===== src/rtl/seg_scan_ctrl.sv =====
// Multiplexed 4-digit segment display scanner with timed message overlay
// and background blink; characters come from an external word library.
module seg_scan_ctrl #(
    parameter int SCAN_DIV     = 100000,
    parameter int MSG_HOLD     = 250,
    parameter int BLINK_FRAMES = 125
) (
    input  logic       clk,
    input  logic       rst,
    input  logic [3:0] mode_idx,
    input  logic       msg_req,
    input  logic [3:0] msg_idx,
    input  logic       blink_en,
    output logic [3:0] lib_index,
    input  logic [6:0] char0,
    input  logic [6:0] char1,
    input  logic [6:0] char2,
    input  logic [6:0] char3,
    output logic [6:0] seg_out,
    output logic [3:0] dig_sel,
    output logic       msg_busy,
    output logic       msg_ack
);

    localparam int DW = (SCAN_DIV > 1) ? $clog2(SCAN_DIV) : 1;
    localparam int HW = (MSG_HOLD > 1) ? $clog2(MSG_HOLD + 1) : 1;
    localparam int BW = (BLINK_FRAMES > 1) ? $clog2(BLINK_FRAMES) : 1;

    typedef enum logic {
        SHOW,
        MSG
    } state_t;

    state_t          state_q;
    logic [DW-1:0]   div_q;
    logic [1:0]      ptr_q;
    logic [HW-1:0]   hold_q;
    logic [3:0]      msg_q;
    logic            phase_q;
    logic [BW-1:0]   bcnt_q;
    logic [6:0]      seg_q;
    logic [3:0]      dig_q;
    logic            ack_q;

    logic            scan_tick;
    logic            frame_tick;
    logic            hold_last;
    logic            blank;
    logic [6:0]      ch_d;

    assign scan_tick  = (div_q == DW'(SCAN_DIV - 1));
    assign frame_tick = scan_tick && (ptr_q == 2'd3);
    assign hold_last  = (hold_q >= HW'(MSG_HOLD - 1));
    assign blank      = (state_q == SHOW) && blink_en && phase_q;

    assign lib_index = (state_q == MSG) ? msg_q : mode_idx;
    assign seg_out   = seg_q;
    assign dig_sel   = dig_q;
    assign msg_busy  = (state_q == MSG);
    assign msg_ack   = ack_q;

    always_comb begin
        ch_d = char0;
        case (ptr_q)
            2'd0:    ch_d = char0;
            2'd1:    ch_d = char1;
            2'd2:    ch_d = char2;
            default: ch_d = char3;
        endcase
    end

    always_ff @(posedge clk or posedge rst) begin
        if (rst) begin
            state_q <= SHOW;
            div_q   <= '0;
            ptr_q   <= '0;
            hold_q  <= '0;
            msg_q   <= '0;
            phase_q <= 1'b0;
            bcnt_q  <= '0;
            seg_q   <= '0;
            dig_q   <= 4'b0001;
            ack_q   <= 1'b0;
        end else begin
            div_q <= scan_tick ? '0 : div_q + 1'b1;
            if (scan_tick) begin
                ptr_q <= ptr_q + 2'd1;
            end
            ack_q <= msg_req;

            // A new request always wins, even on the expiring frame.
            if (msg_req) begin
                state_q <= MSG;
                msg_q   <= msg_idx;
                hold_q  <= '0;
            end else if (state_q == MSG && frame_tick) begin
                if (hold_last) begin
                    hold_q  <= HW'(MSG_HOLD);
                    state_q <= SHOW;
                end else begin
                    hold_q <= hold_q + 1'b1;
                end
            end

            if (!blink_en) begin
                phase_q <= 1'b0;
                bcnt_q  <= '0;
            end else if (frame_tick) begin
                if (bcnt_q == BW'(BLINK_FRAMES - 1)) begin
                    bcnt_q  <= '0;
                    phase_q <= ~phase_q;
                end else begin
                    bcnt_q <= bcnt_q + 1'b1;
                end
            end

            seg_q <= blank ? 7'd0 : ch_d;
            dig_q <= 4'b0001 << ptr_q;
        end
    end

endmodule

===== config.mk =====
export PLATFORM = sky130hd
export DESIGN_NAME = seg_scan_ctrl
export DESIGN_NICKNAME = d
export VERILOG_FILES = /design/src/rtl/seg_scan_ctrl.sv
export SDC_FILE = /design/constraint.sdc
export NUM_CORES = 1
export LEC_CHECK = 0
export BUFFER_PORTS_ARGS = -buffer_cell sky130_fd_sc_hd__buf_2
export CAP_MARGIN = 20
export CORE_MARGIN = 1
export CORE_UTILIZATION = 55
export CTS_BUF_LIST = sky130_fd_sc_hd__clkbuf_4
export CTS_CLUSTER_SIZE = 24
export DETAILED_ROUTE_END_ITERATION = 10
export PLACE_DENSITY = 0.92
export SLEW_MARGIN = 15
export SYNTH_ARGS = -nofsm -noshare
export SYNTH_HDL_FRONTEND = slang
export SYNTH_SLANG_ARGS = --single-unit
export TNS_END_PERCENT = 100

===== constraint.sdc =====
create_clock -name clk -period 3.1 [get_ports clk]
set_clock_uncertainty 0.1 [all_clocks]
set_input_delay 0.465 -clock clk [delete_from_list [all_inputs] [get_ports clk]]
set_output_delay 0.465 -clock clk [all_outputs]
set_load 0.05 [all_outputs]

# After elaboration in Yosys (flattened, before gate mapping)

Cells that the tools add are included.

Add/sub/neg operators: 4
Order comparisons: 1
Eq/ne operators: 7
Shifts and indexed selects: 1
Mux-type cells: 16
Bitwise logic cells: 2
Reductions and logical operators: 9

Operators with widths:

| kind                    | count |
|---|---|
| $mux W7                 | 4 |
| $mux W8                 | 3 |
| $pmux W7 S3             | 1 |
| $add A17 B1 Y17 const B | 1 |
| $eq A17 B17 Y1 const B  | 1 |
| $mux W17                | 1 |
| $add A8 B1 Y8 const B   | 1 |
| $ge A8 B8 Y1 const B    | 1 |
| $add A7 B1 Y7 const B   | 1 |
| $eq A7 B7 Y1 const B    | 1 |
| $mux W1                 | 6 |
| $eq A2 B2 Y1 const B    | 2 |
| $logic_and A1 B1 Y1     | 4 |
| $mux W4                 | 1 |
| $ne A2 B1 Y1 const B    | 2 |
| $reduce_and A2 Y1       | 2 |
| $reduce_bool A2 Y1      | 2 |
| $shl A1 B2 Y4 const A   | 1 |
| $add A2 B1 Y2 const B   | 1 |
| $eq A2 B1 Y1 const B    | 1 |
| $logic_not A2 Y1        | 1 |
| $not A1 Y1              | 2 |

Flip-flop bits (word level): 52
Input port bits: 40
Output and inout bits: 17
Logic and storage cells: 50

# Logic depth before layout (Yosys ltp)

Depth in word-level cells: 5
Mapped depth: 6
Depth with buffers taken out: 6

# Worst setup path before layout

Ideal clock, no wire load.

Path kind: flip-flop to output port
Start: register state_q, in the netlist msg_busy
End: output port lib_index[0]
Data arrival time: 1,328 ps
Required time: 2,535 ps
Slack: 1,207 ps
Cell stages (with the launch flop): 3
Buffers on the path: 1
Path through: dfrtp_1 -> buf_2 -> mux2_2

Cells in the longest elaborated chain, start to end: 1

Ends and longest elaborated chain:

| what                   | RTL line | RTL |
|---|---|---|
| from (decl)            | 34       | `state_t state_q;` |
| from (signal assigned) | 74       | `state_q <= SHOW;` |
| from (signal assigned) | 93       | `state_q <= MSG;` |
| from (signal assigned) | 99       | `state_q <= SHOW;` |
| $mux W4                | 56       | `assign lib_index = (state_q == MSG) ? msg_q : mode_idx;` |
| to (decl)              | 14       | `output logic [3:0] lib_index,` |

No other way between the ends.

# Worst setup path in the final report

Start: register div_q[12]
End: register hold_q[2]

Cells in the longest elaborated chain, start to end: 4

Ends and longest elaborated chain:

| what                                | RTL line | RTL |
|---|---|---|
| from (decl)                         | 35       | `logic [DW-1:0] div_q;` |
| from (signal assigned)              | 85       | `div_q <= scan_tick ? '0 : div_q + 1'b1;` |
| $eq A17 B17 Y1                      | 51       | `assign scan_tick = (div_q == DW'(SCAN_DIV - 1));` |
| $logic_and A1 B1 Y1                 | 52       | `assign frame_tick = scan_tick && (ptr_q == 2'd3);` |
| $logic_and A1 B1 Y1                 | 96       | `end else if (state_q == MSG && frame_tick) begin` |
| $reduce_bool A2 Y1 (no source line) | n/a      |  |
| to (signal assigned)                | 98       | `hold_q <= HW'(MSG_HOLD);` |
| to (signal assigned)                | 101      | `hold_q <= hold_q + 1'b1;` |
| to (decl)                           | 37       | `logic [HW-1:0] hold_q;` |

No other way between the ends.
A chain may end at the register's enable or synchronous reset.

==> reports/metrics.csv <==
metric,value,unit
path_class,register to register,
antenna_found_initial,0,
dp.cells,371,
setup_violations,0,
final_area,3060,um2
numClockSinks,52,
r2r-start,div_q[12],
cp_common_cell,nor3_1,
finalNonFillerCells,379,
placed_cell_area,3000,um2
cts-root-buf,clkbuf_4,
mostFrequentLayoutCells,"buf_2, dfrtp_1, nor2_1",
firstDrtPassIters,4,
synth_cells,258,
nets,362,
dieArea,5170,um2
yosysWarnings,0,
hp-class,primary input to asynchronous set/reset pin,
path_clk_slew,150,ps
drc,0,
worstMarginPinSlew,867,ps
yosysSeqAreaShare,48.5,%
timing.fmax,451,MHz
ios,57,
dr_total_vias,2131,
reg2reg_depth,4,
die_height,71.9,um
regToRegEndpoint,hold_q[2],
max_cap_viol_count,0,
wl_per_cell,14.2,um
critical_path.max_fanout,11,
cts_setup_buffers,0,
rrSetupSlack,880,ps
power,1.12,mW
fin_crit,2220,ps
rsz0062_at_grt,false,
p_leak,1.43,nW
areaGrowthSynthToFinish,13.7,%
antenna_cells,0,
port_buffers,56,
fin_crit_sh,71.5,%
tns,0,ps
synth.area.top_cells,"dfrtp_1, ha_1, nor2_1",
cpPeakStageDelay,600,ps
synth_top_area_cell,dfrtp_1,
status,finished clean,
peakVddDrop,0.211,mV
grt_pass1_vias,1973,
drive_gt1_share,26.3,%
cts_buffers,5,
synthDistinctLibCells,53,
power_density,367,nW/um2
grt-ovfl-total,0,
relSlewSlack,42.1,%
cp-start-kind,register,
drt-initial-drc-count,177,
routabilityCongestion,0.789,
cp_slowest_cell,nor3_1,
synthFlopType,dfrtp_1,
grt_max_degree,53,
postSynthAreaPerCell,10.4,um2
synth_nets,309,
track_usage,22.6,%
critical_path.cell_chain,"nor3_1, nand4_1, nor3_1, a32o_1",
initial_utilization,56.9,%
cp.arrival,2440,ps
cp-startpoint,div_q[12],
synth_edf_count,0,
utilization,64.7,%
postRouteAntennaNets,0,
ys_ff_latch,52,
synthesis.area,2690,um2
vias_per_cell,5.62,
postCtsHoldBufs,0,
insertion_delay,390,ps
final_common_cell,buf_2,
cts.path.max_buffers,2,
cts-resized-gates,0,
fp.dieW,71.9,um
drt-total-wl,5390,um
htreeDepth,2,
rows,25,
place_hpwl,3800,um
synth_top_area_share,47.5,%
drv_slew,0,
synth-async-reset-ratio,100,%
grt_pass1_wl,9040,um
critPathCaptureType,register,
cts_tree,yes,
fillers,351,
core,4720,um2
finalHoldViolations,0,
required,3330,ps
per-stage QoR:
stage | hold WS, ps | setup slack, ps
6_report | 103 | 883
5_1_grt | 175 | 771
4_1_cts | 200 | 880
3_5_place_dp | 383 | 968
3_3_place_gp | 367 | 1070
2_1_floorplan | 348 | 1210
worst max-delay path: cells and delay by family, from the launching register on:
family,cells,cell delay (ps)
and+or+nand+nor,3,1380
DFF,1,440
AOI/OAI and AO/OA,1,240
how the worst max path moves through the flow:
stage	end	slack [ps]	depth (start not counted)
final	hold_q[2]	880	4
after CTS	hold_q[2]	880	4
after detailed placement	hold_q[2]	970	4
after global routing	hold_q[2]	770	4
after floorplan	lib_index[0]	1210	2
after global placement	hold_q[2]	1070	4
layout make-up:
cell class,count,area (um2),share of cell area [%]
multi-input combinational,184,1290,42.1
inverter,12,46.3,1.51
clock buffer,7,52.6,1.72
timing repair buffer,56,280,9.17
clock inverter,1,3.75,0.123
tap,67,83.8,2.74
sequential,52,1300,42.6
where the power goes:
group          total [mW]  leakage (nW)  internal (mW)  switching, mW
Clock               0.315        0.0338          0.105          0.210
Sequential          0.692         0.676          0.689        0.00342
Combinational       0.115         0.718         0.0389         0.0759
metal layers:
metal	vias to the layer above	wire [um]	share of wire [%]	GRT usage, %
li1	1047	-	-	-
met1	1003	2460	46	29.3
met2	76	2610	48	38.3
met3	5	257	4.8	5.00
met4	0	64	1.2	6.97
met5	-	0	0	0
state kept, by name (all words and copies together), names as in the netlist:
| register | count |
|---|---|
| div_q | 17 |
| hold_q | 8 |
| bcnt_q | 7 |
| seg_out | 7 |
| dig_sel | 4 |
| msg_q | 4 |
| ptr_q | 2 |
| msg_ack | 1 |
| msg_busy | 1 |
| phase_q | 1 |
logic make-up (layout without fill, tap and decap cells):
logic type	count (synthesis)	after routing	share of synthesized area [%]
adders and majority gates	11	11	5.12
DFF	52	52	48.5
buffers and inverters	22	76	3.63
AOI/OAI and AO/OA	46	46	12.0
muxes	10	10	4.14
and+or+nand+nor	103	103	22.1
xor gates and xnor gates	14	14	4.56
synth_stat cells (2+ instances only):
master    number
nand4_1        7
nand3_1       14
dfrtp_1       51
nand3b_1       2
buf_2          3
a222oi_1       7
o32ai_1        2
inv_1         12
clkbuf_1       5
o21ai_0        6
o311ai_1       2
a21oi_1       14
and3_1         5
nor2_1        25
a211oi_1       2
mux2_2         8
nand2_1       11
nand2b_1       2
and4_1         8
xor2_1         9
a31oi_1        2
nor2b_1        6
ha_1          11
xnor2_1        5
nor3_1        10
o211ai_1       2
No activity file was read; power rests on OpenSTA's default activity.
